`config.mk`:
```
export PLATFORM = sky130hd
export DESIGN_NAME = clk_div_prog
export DESIGN_NICKNAME = d
export VERILOG_FILES = /design/src/rtl/vga_pkg.sv /design/src/rtl/clk_div_prog.sv
export SDC_FILE = /design/constraint.sdc
export NUM_CORES = 1
export LEC_CHECK = 0
export ABC_AREA = 0
export BUFFER_PORTS_ARGS = -buffer_cell sky130_fd_sc_hd__buf_4
export CAP_MARGIN = 20
export CORE_MARGIN = 1
export CORE_UTILIZATION = 45
export CTS_CLUSTER_DIAMETER = 80
export CTS_CLUSTER_SIZE = 25
export DETAILED_ROUTE_END_ITERATION = 16
export PLACE_DENSITY = 0.64
export SLEW_MARGIN = 20
export SYNTH_ARGS = -nofsm -noshare
export SYNTH_HDL_FRONTEND = slang
export SYNTH_SLANG_ARGS = --single-unit
```
`constraint.sdc`:
```
create_clock -name clk -period 6 [get_ports clk]
set_clock_uncertainty 0.2 [all_clocks]
set_input_delay 1.8 -clock clk [delete_from_list [all_inputs] [get_ports clk]]
set_output_delay 1.8 -clock clk [all_outputs]
set_load 0.02 [all_outputs]
```
`src/rtl/vga_pkg.sv`:
```
// Shared constants and helpers for the VGA clocking/timing pipeline.
// Holds the default counter width, the minimum legal divisor and the divisor clamp.
// Named divisor presets live here so that callers do not hard-code magic numbers.
package vga_pkg;

  localparam int CNT_W_DEF          = 16;
  localparam int DIV_MIN            = 2;
  localparam int DIV_25MHZ_FROM_100 = 4;

  // Divisors below DIV_MIN would make the period degenerate; force them up to DIV_MIN.
  function automatic logic [31:0] div_clamp(input logic [31:0] v);
    logic [31:0] r;
    r = v;
    if (v < 32'(DIV_MIN)) r = 32'(DIV_MIN);
    return r;
  endfunction

endpackage

```
`src/rtl/clk_div_prog.sv`:
```
// Runtime-programmable clock divider / clock-enable generator (board clock -> pixel rate).
// Latency: out_ce first asserts on the D-th enabled edge after reset; outputs are registered.
// Backpressure: none; en=0 freezes the divider, div_load is still captured into the shadow.
module clk_div_prog
  import vga_pkg::*;
#(
  parameter int CNT_W   = CNT_W_DEF,
  parameter int DEF_DIV = DIV_25MHZ_FROM_100
) (
  input  logic             clk,
  input  logic             rst,
  input  logic             en,
  input  logic             restart,
  input  logic [CNT_W-1:0] div_val,
  input  logic             div_load,
  output logic             out_clk,
  output logic             out_ce,
  output logic [CNT_W-1:0] div_cur
);

  localparam logic [CNT_W-1:0] DIV_RST = CNT_W'(DEF_DIV);
  localparam logic [CNT_W-1:0] ONE     = CNT_W'(1);

  logic [CNT_W-1:0] cnt_q, cnt_d;
  logic [CNT_W-1:0] div_q, div_d;
  logic [CNT_W-1:0] shd_q, shd_d;
  logic             pend_q, pend_d;
  logic             clk_q, clk_d;
  logic             ce_q, ce_d;

  logic [CNT_W-1:0] ld_val;
  logic             pend_any;
  logic             wrap;

  // Next-state: shadow capture, period counting, divisor swap only at period boundaries.
  always_comb begin
    ld_val   = CNT_W'(div_clamp(32'(div_val)));
    // A load in this cycle bypasses the shadow so it can take effect at this very wrap.
    shd_d    = div_load ? ld_val : shd_q;
    pend_any = div_load | pend_q;
    wrap     = (cnt_q == (div_q - ONE));

    cnt_d  = cnt_q;
    div_d  = div_q;
    pend_d = pend_any;
    clk_d  = clk_q;
    ce_d   = 1'b0;

    if (restart) begin
      cnt_d = '0;
      if (pend_any) begin
        div_d  = shd_d;
        pend_d = 1'b0;
      end
      clk_d = 1'b1;
      ce_d  = 1'b1;
    end else if (en) begin
      if (wrap) begin
        cnt_d = '0;
        ce_d  = 1'b1;
        if (pend_any) begin
          div_d  = shd_d;
          pend_d = 1'b0;
        end
      end else begin
        cnt_d = cnt_q + ONE;
      end
      // High for the first floor(D/2) counts of each period.
      clk_d = (cnt_d < (div_d >> 1));
    end
  end

  // Counter register.
  always_ff @(posedge clk or negedge rst) begin
    if (!rst) cnt_q <= '0;
    else      cnt_q <= cnt_d;
  end

  // Divisor, shadow and pending-flag registers.
  always_ff @(posedge clk or negedge rst) begin
    if (!rst) begin
      div_q  <= DIV_RST;
      shd_q  <= DIV_RST;
      pend_q <= 1'b0;
    end else begin
      div_q  <= div_d;
      shd_q  <= shd_d;
      pend_q <= pend_d;
    end
  end

  // Output registers.
  always_ff @(posedge clk or negedge rst) begin
    if (!rst) begin
      clk_q <= 1'b0;
      ce_q  <= 1'b0;
    end else begin
      clk_q <= clk_d;
      ce_q  <= ce_d;
    end
  end

  assign out_clk = clk_q;
  assign out_ce  = ce_q;
  assign div_cur = div_q;

endmodule

```
---- Yosys cells after proc, flatten, opt, wreduce, memory -nomap -nowiden ----
Cells that the tools add are included.
storage, ports and cells
  register bits ........................... 51
cells by class
  mux-type cells .......................... 21
  bitwise operators ....................... 1
  add/sub/neg operators ................... 2
  eq/ne operators ......................... 1
  magnitude comparators ................... 2
  reductions and logical operators ........ 3
operators by type and width
  kind                                                                    count
  16-bit two-way mux                                                      13
  16-bit by 1-bit adder with 16-bit output (second input constant)        1
  16-bit equality test                                                    1
  16-bit by 15-bit < comparator with 1-bit output                         1
  16-bit by 2-bit < comparator with 1-bit output (second input constant)  1
  16-bit by 1-bit subtractor with 16-bit output (second input constant)   1
  1-bit two-way mux                                                       8
  2-bit nonzero test                                                      2
  2-bit AND reduction                                                     1
  1-bit OR                                                                1

---- Logic depth before layout (Yosys ltp) ----
  depth in word-level cells ............... 10
  gate-level depth with buffers ........... 19

---- Worst setup path after synthesis ----
Ideal clock, no wire load.
  path type ............................... in2reg
  start point ............................. input div_load
  end point ............................... register clk_q, in the netlist out_clk
  data required time ...................... 5.725 ns
  setup time .............................. 0.075 ns
  stages .................................. 12
  setup slack ............................. 1.371 ns
  path buffers ............................ 2
  arrival time ............................ 4.354 ns
  path through ............................ clkbuf_1 -> nor2_1 -> nor4_4 -> buf_4 -> mux2i_1 -> ha_1 -> a21o_1 -> a21o_1 -> a21oi_1 -> o221ai_2 -> or3_1 -> o21bai_2
on the way
  longest elaborated chain between the ends .. 8
  elaborated cells between the ends (all ways) .. 9
ends and longest elaborated chain
  what                                                 line                                    RTL
  from (decl)                                          clk_div_prog.sv:15                      input logic div_load,
  16-bit two-way mux or 1-bit OR (tied branches)       clk_div_prog.sv:39, clk_div_prog.sv:40
  16-bit two-way mux (*)                               clk_div_prog.sv:61                      if (pend_any) begin
  16-bit two-way mux (*)                               clk_div_prog.sv:58                      if (wrap) begin
  16-bit two-way mux (*)                               clk_div_prog.sv:57                      end else if (en) begin
  16-bit two-way mux (*)                               clk_div_prog.sv:49                      if (restart) begin
  16-bit by 15-bit < comparator with 1-bit output (*)  clk_div_prog.sv:69                      clk_d = (cnt_d < (div_d >> 1));
  1-bit two-way mux (*)                                clk_div_prog.sv:57
  1-bit two-way mux (*)                                clk_div_prog.sv:49
  to (signal assigned)                                 clk_div_prog.sv:98                      clk_q <= clk_d;
  to (decl)                                            clk_div_prog.sv:28                      logic clk_q, clk_d;
Every way passes the cells marked *; elsewhere a longest branch is shown, timed or not. The select of a mux whose other input is x is not followed.
A chain may end at the register's enable or synchronous reset.

---- Worst setup path in the final report ----
  start point ............................. register div_q[1], in the netlist div_cur[1]
  end point ............................... register clk_q, in the netlist out_clk
on the way
  longest elaborated chain between the ends .. 8
  elaborated cells between the ends (all ways) .. 12
ends and longest elaborated chain
  what                                                 line                RTL
  from (decl)                                          clk_div_prog.sv:25  logic [CNT_W-1:0] div_q, div_d;
  from (signal assigned)                               clk_div_prog.sv:86  div_q <= div_d;
  16-bit by 1-bit subtractor with 16-bit output        clk_div_prog.sv:41  wrap = (cnt_q == (div_q - ONE));
  16-bit equality test                                 clk_div_prog.sv:41
  16-bit two-way mux                                   clk_div_prog.sv:58
  16-bit two-way mux                                   clk_div_prog.sv:57
  16-bit two-way mux                                   clk_div_prog.sv:49
  16-bit by 15-bit < comparator with 1-bit output (*)  clk_div_prog.sv:69
  1-bit two-way mux (*)                                clk_div_prog.sv:57
  1-bit two-way mux (*)                                clk_div_prog.sv:49
Marks and branches as above.

==> metrics.txt <==
# TYPE chip_impl_metric gauge
chip_impl_info{name="outcome",value="finished clean"} 1
chip_impl_metric{name="antenna_violations_before_repair",unit=""} 0
chip_impl_metric{name="vdd.ir_drop.worst",unit="µV"} 83.4
chip_impl_metric{name="arrival",unit="ns"} 5.06
chip_impl_metric{name="synth_area_per_cell",unit="µm²"} 9.89
chip_impl_metric{name="adder_and_majority_cell_fraction_of_the_synthesized_area",unit="%"} 5.77
chip_impl_metric{name="synth_compound_area_share",unit="%"} 7.82
chip_impl_metric{name="antenna_left",unit=""} 0
chip_impl_metric{name="final-seq-area",unit="µm²"} 1280
chip_impl_metric{name="slew_hr",unit="%"} 45.9
chip_impl_info{name="start_kind",value="flop"} 1
chip_impl_metric{name="vias_per_inst",unit=""} 5.49
chip_impl_metric{name="die_h",unit="µm"} 89.8
chip_impl_info{name="synth_top_cells_by_area",value="sky130_fd_sc_hd__dfrtp_1 35%, sky130_fd_sc_hd__mux2i_1 8.1%, sky130_fd_sc_hd__mux2_2 6.5%"} 1
chip_impl_metric{name="design.portCount",unit=""} 39
chip_impl_metric{name="post-cts-setup-buffers",unit=""} 0
chip_impl_metric{name="ctsLongestPathBuffers",unit=""} 2
chip_impl_metric{name="synth_edf_count",unit=""} 0
chip_impl_info{name="timing.hold.worst.class",value="reg2reg"} 1
chip_impl_metric{name="dr.pass1.iters",unit=""} 4
chip_impl_metric{name="r2r_setup_slack",unit="ns"} 0.99
chip_impl_metric{name="fmaxAchievable",unit="MHz"} 200
chip_impl_metric{name="number_of_global_route_vias_before_repair",unit=""} 2555
chip_impl_metric{name="area.growth.synth_to_final",unit="%"} 11.7
chip_impl_info{name="root_cell_of_the_clock_tree",value="sky130_fd_sc_hd__clkbuf_8"} 1
chip_impl_metric{name="cts.sinks",unit=""} 51
chip_impl_metric{name="hold_viol_final",unit=""} 0
chip_impl_metric{name="detail_route.drc_violations",unit=""} 0
chip_impl_metric{name="portion_of_the_post_synthesis_area_used_by_sequential_elements",unit="%"} 36.8
chip_impl_info{name="synth_area_leader_cell",value="sky130_fd_sc_hd__dfrtp_1"} 1
chip_impl_info{name="crit-reg2reg-capture",value="out_clk$_DFFE_PN0P_"} 1
chip_impl_metric{name="grt_max_degree",unit=""} 52
chip_impl_metric{name="register_bit_count_reported_by_yosys",unit=""} 51
chip_impl_metric{name="resized_gates_after_cts",unit=""} 0
chip_impl_info{name="synth_top_flop_cell",value="sky130_fd_sc_hd__dfrtp_1"} 1
chip_impl_metric{name="timing.critical_path.depth",unit=""} 17
chip_impl_metric{name="multi_input_comb_area",unit="µm²"} 2030
chip_impl_metric{name="fillers",unit=""} 675
chip_impl_metric{name="ctsHtreeMaxLevel",unit=""} 2
chip_impl_metric{name="post_detailed_route_wirelength_per_cell",unit="µm"} 16.7
chip_impl_metric{name="synthXorXnorAreaFrac",unit="%"} 8.07
chip_impl_metric{name="place_congestion",unit=""} 0.868
chip_impl_metric{name="wirelength",unit="µm"} 7930
chip_impl_metric{name="path_buf_inv",unit=""} 2
chip_impl_metric{name="core-area",unit="µm²"} 7370
chip_impl_metric{name="synth_simple_gate_area_share",unit="%"} 19.1
chip_impl_info{name="min-delay-start",value="shd_q[1]$_DFF_PN0_"} 1
chip_impl_metric{name="synth_fp_nets",unit=""} 388
chip_impl_info{name="cell_type_group_with_the_largest_total_delay_on_the_critical_path",value="simple AND/OR/NAND/NOR gates"} 1
chip_impl_metric{name="dieWidth",unit="µm"} 89.8
chip_impl_metric{name="share_of_final_layout_standard_cells_stronger_than_drive_strength_1",unit="%"} 21.1
chip_impl_metric{name="hold-path-cell-count",unit=""} 2
chip_impl_info{name="cts_tree",value="done"} 1
chip_impl_metric{name="num_antenna_cells",unit=""} 0
chip_impl_metric{name="timing_max_transition_violations_final",unit=""} 0
chip_impl_info{name="holdPathEnd",value="shd_q[1]$_DFF_PN0_"} 1
chip_impl_metric{name="netlist-cell-type-count",unit=""} 55
chip_impl_metric{name="effective_utilization_at_floorplan",unit="%"} 47.1
chip_impl_metric{name="grt_util_all_layers",unit="%"} 20.7
chip_impl_metric{name="pwr_dens",unit="nW/µm²"} 239
chip_impl_metric{name="async_reset_ff_share",unit="%"} 100
chip_impl_metric{name="synth_top_area_share",unit="%"} 35.3
chip_impl_metric{name="holdWs",unit="ns"} 0.308
chip_impl_info{name="critical_path.cell_chain",value="inv_1 -> ha_1 -> or2b_1 -> nand2_1 -> a2111oi_0 -> a311oi_1 -> or4_4 -> nor4_4 -> buf_4 -> mux2i_1 -> ha_1 -> a21o_1 -> a21o_1 -> a21oi_1 -> o221ai_2 -> or3_1 -> o21bai_2"} 1
chip_impl_info{name="dominant_combinational_cell_family_by_area_after_synthesis",value="simple AND/OR/NAND/NOR gates"} 1
chip_impl_metric{name="yosys_warnings",unit=""} 0
chip_impl_info{name="rsz0062_at_grt",value="false"} 1
chip_impl_metric{name="synthCells",unit=""} 351
chip_impl_metric{name="insertion_delay_to_the_later_sink_of_the_worst_skew_pair",unit="ns"} 0.31
chip_impl_metric{name="detailedPlacementHpwl",unit="µm"} 5980
chip_impl_metric{name="synth.mux.area_fraction",unit="%"} 17.8
chip_impl_metric{name="num_rows",unit=""} 31
chip_impl_info{name="r2r-start",value="div_cur[1]$_DFFE_PN0P_"} 1
chip_impl_info{name="crit_path_top_delay_cell",value="sky130_fd_sc_hd__or4_4"} 1
chip_impl_info{name="synth.most_common_cell",value="sky130_fd_sc_hd__dfrtp_1"} 1
chip_impl_info{name="synth.cells.most_frequent",value="49 x sky130_fd_sc_hd__dfrtp_1, 43 x sky130_fd_sc_hd__nor2_1, 28 x sky130_fd_sc_hd__mux2i_1, 20 x sky130_fd_sc_hd__mux2_2, 17 x sky130_fd_sc_hd__xnor2_1"} 1
chip_impl_metric{name="port-buffer-count",unit=""} 38
chip_impl_metric{name="count_of_maximum_capacitance_violations",unit=""} 0
chip_impl_metric{name="max_slew.worst_pin.slew",unit="ns"} 0.809
chip_impl_metric{name="first_iter_violations",unit=""} 85
chip_impl_metric{name="die-area",unit="µm²"} 8070
chip_impl_info{name="cp-end-kind",value="flop"} 1
chip_impl_metric{name="report.final.setup_viol",unit=""} 0
chip_impl_metric{name="finalCoreUtilization",unit="%"} 52.6
chip_impl_metric{name="syn-cell-area",unit="µm²"} 3470
chip_impl_metric{name="max_stage_delay",unit="ns"} 0.60
chip_impl_metric{name="worst_ep_required_time",unit="ns"} 6.05
chip_impl_info{name="crit_type",value="reg2reg"} 1
chip_impl_metric{name="fin_setup_tns",unit="ns"} 0
chip_impl_metric{name="vias",unit=""} 2601
chip_impl_metric{name="clkTransAtPathRegs",unit="ns"} 0.10
chip_impl_metric{name="design.final.nets",unit=""} 411
chip_impl_metric{name="period_utilization",unit="%"} 83.5
chip_impl_metric{name="cts_hold_buffers",unit=""} 0
chip_impl_metric{name="min_period",unit="ns"} 5.01
chip_impl_metric{name="total_leakage_power",unit="µW"} 0.00168
chip_impl_metric{name="first_pass_grt_wire_length",unit="µm"} 13300
chip_impl_metric{name="cts_buffers",unit=""} 5
chip_impl_metric{name="globalRouteOverflowTotal",unit=""} 0
chip_impl_metric{name="r2r_cells",unit=""} 17
chip_impl_metric{name="path_max_fanout",unit=""} 9
state kept, by name (all words and copies together) (netlist names):
register,flops
cnt_q,16
div_cur,16
shd_q,16
out_ce,1
out_clk,1
pend_q,1
worst register-to-register path, delay by kind of cell (launching register included):
kind,cells,cell delay [ns]
compound gates,7,1.23
fa+ha+maj,2,0.54
buf+inv,2,0.41
flops,1,0.51
mux,1,0.22
simple gates,5,1.86
cells in the final DEF (no fill, tap or decap), drive strengths merged, types with 2 or more instances in the layout:
master,netlist,layout
dfrtp,49,49
nor2,44,44
buf,12,39
mux2,30,30
mux2i,28,28
xnor2,17,17
nand2,16,16
ha,16,16
xor2,15,15
a21oi,13,13
nand3,12,12
inv,10,10
nor3,10,10
nand4,8,8
nor4,8,8
o21ai,7,7
nand2b,6,6
clkbuf,11,6
and3,4,4
a21o,4,4
or3,4,4
nand4b,2,2
nor2b,2,2
dfstp,2,2
o221ai,2,2
o211ai,2,2
where the power goes:
group,internal [µW],switching (µW),leakage [µW]
Clock,125,119,0.0000514
Sequential,378,57.0,0.000628
Combinational,116,133,0.00100
metal layers:
layer / up-vias / track usage, % / wire length (µm) / part of all wire [%]
met1: 1251 / 29.3 / 3870 / 49
li1: 1285 / - / - / -
met3: 11 / 2.88 / 323 / 4.1
met5: - / 0 / 0 / 0
met2: 54 / 32.5 / 3600 / 45
met4: 0 / 7.10 / 144 / 1.8
layout make-up:
type	count	area share, %
clock inverters	2	0.968
repair buffers	39	7.55
inverters	10	0.968
multi-input cells	267	52.5
well taps	99	3.20
flip-flops and latches	51	33.0
clock buffers	6	1.87
how the worst max path moves through the flow:
stage / from / to / slack [ns]
after floorplan: div_load / out_clk$_DFFE_PN0P_ / 1.37
after global placement: div_cur[1]$_DFFE_PN0P_ / out_clk$_DFFE_PN0P_ / 1.24
after detailed placement: div_cur[1]$_DFFE_PN0P_ / out_clk$_DFFE_PN0P_ / 1.02
after CTS: div_cur[1]$_DFFE_PN0P_ / out_clk$_DFFE_PN0P_ / 1.01
after global routing: div_cur[1]$_DFFE_PN0P_ / out_clk$_DFFE_PN0P_ / 0.56
final: div_cur[1]$_DFFE_PN0P_ / out_clk$_DFFE_PN0P_ / 0.99
cell families (layout without fill, tap and decap cells):
logic type | Yosys count | count (layout)
adders and majority gates | 16 | 16
buffers and inverters | 33 | 57
xor gates and xnor gates | 32 | 32
AOI/OAI and AO/OA | 39 | 39
muxes | 58 | 58
and+or+nand+nor | 122 | 122
DFF | 51 | 51
per-stage QoR:
stage	total power, µW	setup slack, ns	cells	area (µm²)
after floorplan	600	1.37	351	3470
after global placement	688	1.24	466	3770
after detailed placement	693	1.02	466	3770
after CTS	938	1.01	474	3880
after global routing	982	0.559	474	3880
final	928	0.988	474	3880
Note: power is estimated with default switching activity, not from simulation.
